`config.mk`:
```
export PLATFORM = sky130hd
export DESIGN_NAME = i2s_rx_frame_ctrl
export DESIGN_NICKNAME = d
export VERILOG_FILES = /design/src/rtl/i2s_rx_frame_ctrl.sv
export SDC_FILE = /design/constraint.sdc
export NUM_CORES = 1
export LEC_CHECK = 0
export BUFFER_PORTS_ARGS = -buffer_cell sky130_fd_sc_hd__buf_4
export CAP_MARGIN = 0
export CORE_AREA = 4 4 73 142
export CTS_BUF_LIST = sky130_fd_sc_hd__clkbuf_4 sky130_fd_sc_hd__clkbuf_8 sky130_fd_sc_hd__clkbuf_16
export DETAILED_ROUTE_END_ITERATION = 8
export DIE_AREA = 0 0 77 146
export GPL_TIMING_DRIVEN = 0
export PLACE_DENSITY = 0.74
export SYNTH_ARGS = -nofsm -noshare
export SYNTH_HDL_FRONTEND = slang
export SYNTH_SLANG_ARGS = --single-unit
```
`constraint.sdc`:
```
create_clock -name sclk -period 2.2 [get_ports sclk]
set_clock_uncertainty 0.1 [all_clocks]
set_input_delay 0.44 -clock sclk [delete_from_list [all_inputs] [get_ports sclk]]
set_output_delay 0.44 -clock sclk [all_outputs]
set_load 0.02 [all_outputs]
```
`src/rtl/i2s_rx_frame_ctrl.sv`:
```
// i2s_rx_frame_ctrl: master-mode I2S frame timing plus left/right pairing with a valid/ready output
module i2s_rx_frame_ctrl #(
    parameter int BITS_PER_CH = 32,
    parameter int WIDTH       = 24
) (
    input  logic             sclk,
    input  logic             rst,
    input  logic             enable,
    input  logic             overrun_clr,
    output logic             lrclk,
    input  logic [WIDTH-1:0] rx_data,
    input  logic             rx_dvalid,
    output logic [WIDTH-1:0] left_out,
    output logic [WIDTH-1:0] right_out,
    output logic             pair_valid,
    input  logic             pair_ready,
    output logic             overrun,
    output logic [15:0]      frame_cnt
);
    localparam int FRAME = 2 * BITS_PER_CH;
    localparam int CW = $clog2(FRAME);
    localparam logic [CW-1:0] LAST = CW'(FRAME - 1);
    localparam logic [CW-1:0] HALF = CW'(BITS_PER_CH);
    localparam logic [0:0] IDLE = 1'b0;
    localparam logic [0:0] RUN = 1'b1;

    logic [0:0]       state_q, state_d;
    logic [CW-1:0]    cnt_q, cnt_d;
    logic             lrclk_q, lrclk_d;
    logic             dvalid_q;
    logic             left_held_q, left_held_d;
    logic [WIDTH-1:0] left_hold_q, left_hold_d;
    logic [WIDTH-1:0] left_out_q, left_out_d;
    logic [WIDTH-1:0] right_out_q, right_out_d;
    logic             pair_valid_q, pair_valid_d;
    logic             overrun_q, overrun_d;
    logic [15:0]      frame_cnt_q, frame_cnt_d;
    logic             active, rise, cap_l, cap_r, slot_free, load, drop, take;

    // Frame counter, channel pairing, output slot and overrun bookkeeping
    always_comb begin
        active       = (state_q == RUN) & enable;
        rise         = rx_dvalid & ~dvalid_q;
        state_d      = enable ? RUN : IDLE;
        cnt_d        = active ? ((cnt_q == LAST) ? '0 : cnt_q + CW'(1)) : '0;
        lrclk_d      = active & (cnt_d >= HALF);
        cap_l        = active & rise & ~lrclk_q;
        cap_r        = active & rise & lrclk_q & left_held_q;
        take         = pair_valid_q & pair_ready;
        slot_free    = ~pair_valid_q | pair_ready;
        load         = cap_r & slot_free;
        drop         = cap_r & ~slot_free;
        left_held_d  = active & (cap_l | (left_held_q & ~(rise & lrclk_q)));
        left_hold_d  = cap_l ? rx_data : left_hold_q;
        left_out_d   = load ? left_hold_q : left_out_q;
        right_out_d  = load ? rx_data : right_out_q;
        pair_valid_d = load | (pair_valid_q & ~pair_ready);
        overrun_d    = drop | (overrun_q & ~overrun_clr);
        frame_cnt_d  = frame_cnt_q + 16'(take);
    end

    // State registers; reset overrides everything, dropping any pending pair
    always_ff @(posedge sclk) begin
        if (rst) begin
            state_q      <= IDLE;
            cnt_q        <= '0;
            lrclk_q      <= 1'b0;
            dvalid_q     <= 1'b0;
            left_held_q  <= 1'b0;
            left_hold_q  <= '0;
            left_out_q   <= '0;
            right_out_q  <= '0;
            pair_valid_q <= 1'b0;
            overrun_q    <= 1'b0;
            frame_cnt_q  <= '0;
        end else begin
            state_q      <= state_d;
            cnt_q        <= cnt_d;
            lrclk_q      <= lrclk_d;
            dvalid_q     <= rx_dvalid;
            left_held_q  <= left_held_d;
            left_hold_q  <= left_hold_d;
            left_out_q   <= left_out_d;
            right_out_q  <= right_out_d;
            pair_valid_q <= pair_valid_d;
            overrun_q    <= overrun_d;
            frame_cnt_q  <= frame_cnt_d;
        end
    end

    assign lrclk      = lrclk_q;
    assign left_out   = left_out_q;
    assign right_out  = right_out_q;
    assign pair_valid = pair_valid_q;
    assign overrun    = overrun_q;
    assign frame_cnt  = frame_cnt_q;
endmodule
```
Yosys cells after proc, flatten, opt, wreduce, memory -nomap -nowiden

Index checks and enable logic that the tools add are counted.

Flip-flop bits (word level): 100
Latch bits: 0
RAM bits: 0
ROM bits: 0
Bits of input ports: 30
Output and inout bits: 67
Logic and storage cells: 44
Memories: 0

Add/subtract/negate cells: 2
Multipliers: 0
Div/mod/pow operators: 0
Order comparisons: 1
Eq/ne operators: 1
Shift operators: 0
Mux-type cells: 3
Bitwise gates (word level): 26
Reductions and logical operators: 0

Operators with widths:

| kind                | count |
|---|---|
| $add 16x1->16       | 1 |
| $and 1x1->1         | 15 |
| $mux 6              | 2 |
| $not 1->1           | 7 |
| $add 6x1->6 const B | 1 |
| $eq 6x6->1 const B  | 1 |
| $ge 6x6->1 const B  | 1 |
| $or 1x1->1          | 4 |
| $mux 1              | 1 |

Logic depth before layout (Yosys ltp)

Depth in word-level cells: 7
Mapped depth: 6
Depth with buffers taken out: 6

Worst setup path after synthesis

No wires, ideal clock.

Path kind: flip-flop to flip-flop
Start point: reg pair_valid_q (netlist: pair_valid)
End point: reg frame_cnt_q[14] (netlist: frame_cnt[14])
Setup time: 0.121 ns
Arrival: 1.713 ns
Required time: 1.979 ns
Path slack: 0.266 ns
Stages on the path, launching flop included: 7
Path buffers: 0
Period minus slack after synthesis: 1.934 ns
Path through: dfxtp_1 and2_1 ha_1 ha_1 nand4_1 nor4_1 mux2_2

Longest elaborated chain between the ends: 2

RTL lines:

| item                   | line | source |
|---|---|---|
| start, declared        | 35   | `logic pair_valid_q, pair_valid_d;` |
| start signal, assigned | 85   | `pair_valid_q <= pair_valid_d;` |
| $and 1x1->1            | 49   | `take = pair_valid_q & pair_ready;` |
| $add 16x1->16          | 59   | `frame_cnt_d = frame_cnt_q + 16'(take);` |
| end signal, assigned   | 87   | `frame_cnt_q <= frame_cnt_d;` |
| end, declared          | 37   | `logic [15:0] frame_cnt_q, frame_cnt_d;` |

No other way between the ends.
A chain may end at the register's enable or synchronous reset.

Worst setup path after layout

Start point: reg pair_valid_q (netlist: pair_valid)
End point: reg frame_cnt_q[12] (netlist: frame_cnt[12])

The elaborated chain is that of the path after synthesis.

==> run metrics <==
status=finished, final reports clean; yosys warns=0; most numerous cell in the Yosys netlist=dfxtp_1; hold endpoint=overrun; Overall Power=3.560 mW; Non-Filler Instances=between 600 and 700; flops & latches, synth=100; first-pass GRT wire length=17340 um; Worst Setup End Kind=flop; power per standard cell area=660.4 nW/um^2; Detail Route Antenna Nets=0; Filler Cells Inserted=816; Post-synth top cells=dfxtp_1 (100), nand2b_1 (98), mux2i_1 (49); sequential area share after synthesis=47.32%; Tcrit/Tclk final=about 90%; clock tree sinks=100; worst r2r path cells=7; Seq pwr share=approximately half; initial antenna violation count=0; clk_lat worst skew=about 0.34 ns; Starting Density=between 40% and 50%; clk root buf=clkbuf_16; Worst EP arrival=2.13 ns; Post-synth EDFFs=0; Critical Setup Path Class=flop to flop; Finished Cell Area=5391 sq um; library cells used by synthesis=33; DRC viols=0; dpl ws=-0.09654 ns; setup violators final=0; Switching Share=approximately a fifth; smallest hold slack=roughly 0.27 ns; ys async rst share=0%; worst hold path depth=3; DP Area=5074 sq um; Hold Fails Final Rpt=0; Vias=between 3000 and 4000; Max rail drop VDD=roughly 0.44 mV; Critical Path Source Type=flop; H-tree depth=3; Cells after DPL=644; Post-CTS Hold Fix Bufs=0; Syn-to-layout area delta=27.45%; GPL Wtd Cong=0.7715; # rows=50; min-delay worst type=input port to flop; post-synthesis instance total=445; r2r startpoint=pair_valid; final setup margin=0.2372 ns; die area=11240 sq um; Num CTS Buffers=9; Synth Area per Inst=9.506 sq um; Worst Path Max Fanout=7; overall routed net length=10350 um; Post-Syn Area=4230 sq um; switching power of the nets=0.7367 mW; die height=around 150 um; largest net degree at the start of global routing=16; Final min period=1.963 ns; core footprint=9321 sq um; Nets=586; clock-pin slew on the worst setup and hold paths=about 0.060 ns; io pins=97; r2r endpoint=frame_cnt[12]; router iterations before antenna repair=4; syn_nets=478; share of layout cells above drive strength 1=23.84%; Slew headroom=65.31%; top_reg_cell synth=dfxtp_1; Post-DP HPWL=7958 um; clk buf depth=2; fmax=509.5 MHz; wire per inst=15.63 um; die width=77 um; n_diodes=0; Worst-Margin Slew=about 0.52 ns; number of global-route vias before repair=3616; Initial DRC Count=196; Lkg Pwr=2.024 nW; Internal Pwr Total=2.824 mW; Overflow after GRT=0; Synth top area share=47.32%; Comb power frac=4.6%; number of buffers added on ports=95; R2R setup slack=approximately 0.24 ns; GR Util All Layers=a little under a fifth; Hold Crit Start=overrun_clr; WP data required=2.36 ns; RSZ-0062 raised after global routing=false; Yosys top cell by area=dfxtp_1; Slew Limit Fails=0; main area contributors after synthesis=dfxtp_1 (47%), nand2b_1 (14%), mux2i_1 (12%); CTS tree=built; Clock power frac=around 44%; MaxCap Viol Count=0; drt via density=5.299
## cell type report
| cell class | count | area [sq um] | area share (%) |
|---|---|---|---|
| multi-input combinational | 309 | 2061 | 38.22 |
| tap | 104 | 130.1 | 2.414 |
| timing repair buffer | 97 | 728.2 | 13.51 |
| inverter | 5 | 18.77 | 0.3481 |
| clock inverter | 4 | 48.80 | 0.9051 |
| clock buffer | 12 | 247.7 | 4.595 |
| sequential | 100 | 2002 | 37.13 |
| buffer | 31 | 155.1 | 2.878 |
## worst max path at each step
| stage | from | to | slack (ns) | cells past startpoint |
|---|---|---|---|---|
| detailed placement | pair_ready | frame_cnt[14] | -0.1 | 7 |
| global route | pair_valid | frame_cnt[12] | 0.11 | 7 |
| global placement | pair_ready | frame_cnt[14] | 0.004 | 7 |
| finish | pair_valid | frame_cnt[12] | 0.24 | 7 |
| floorplan | pair_valid | frame_cnt[14] | 0.27 | 6 |
| CTS | pair_valid | frame_cnt[14] | 0.07 | 6 |
## kinds of logic after synthesis
| kind of cell | count (synthesis) | synth area share (%) |
|---|---|---|
| flip-flops | 100 | 47.32 |
| adder cells (fa/ha/maj) | 3 | 0.8874 |
| buffers and inverters | 36 | 4.111 |
| AND/OR/NAND/NOR | 179 | 25.41 |
| multiplexers | 53 | 12.66 |
| AO/OA/AOI/OAI | 68 | 8.370 |
| XOR/XNOR | 6 | 1.242 |
## per-stage QoR
step           util, %  setup TNS, ns
3_3_place_gp     54.43              0
5_1_grt          57.84              0
6_report         57.84              0
2_1_floorplan        -              0
4_1_cts          57.61              0
3_5_place_dp     54.43        -0.1968
## sequential cells by signal, indices dropped and copies added (netlist names)
signal and cells:
left_hold_q 24, left_out 24, right_out 24, frame_cnt 16, cnt_q 6, dvalid_q 1
left_held_q 1, lrclk 1, overrun 1, pair_valid 1, state_q 1
## power groups by stage
stage	logic [mW]	clock network (mW)	registers [mW]
2_1_floorplan	0.0879	0	1.87
3_3_place_gp	0.164	0	1.87
3_5_place_dp	0.165	0	1.87
4_1_cts	0.167	1.61	1.83
5_1_grt	0.182	1.66	1.83
6_report	0.165	1.57	1.83
## timing repair
item | 4_1_cts | 5_1_grt
setup endpoints to repair | 0 | 3
buffers inserted | 0 | 2
resized for setup | 0 | 1
## routing by layer
metal,GRT usage (%),part of all wire [%],vias to the layer above
li1,-,-,1732
met3,3.717,4.4,17
met1,20.34,38,1671
met2,34.62,55,88
met5,0,0,-
met4,8.467,2.9,0
## cell usage in the layout (no fill, tap or decap), drive strengths merged, types with 2 or more instances in the layout
master	instances
nand2	6
nor4	4
o21ai	28
mux2i	49
nand4	6
a21oi	34
nand3	29
dfxtp	100
xor2	4
nor2b	8
nand2b	98
or3	4
inv	5
o31ai	4
nor2	15
mux2	4
clkinv	3
xnor2	2
clkbuf	29
buf	111
ha	3
or4	4
## critical path, cell delays in order, from the launching register on
cell	delay [ns]
dfxtp_1	0.35
and2_1	0.14
ha_1	0.18
ha_1	0.22
nand4_1	0.10
buf_4	0.18
or4_1	0.46
a21oi_1	0.16
Note: power is estimated with default switching activity, not from simulation.
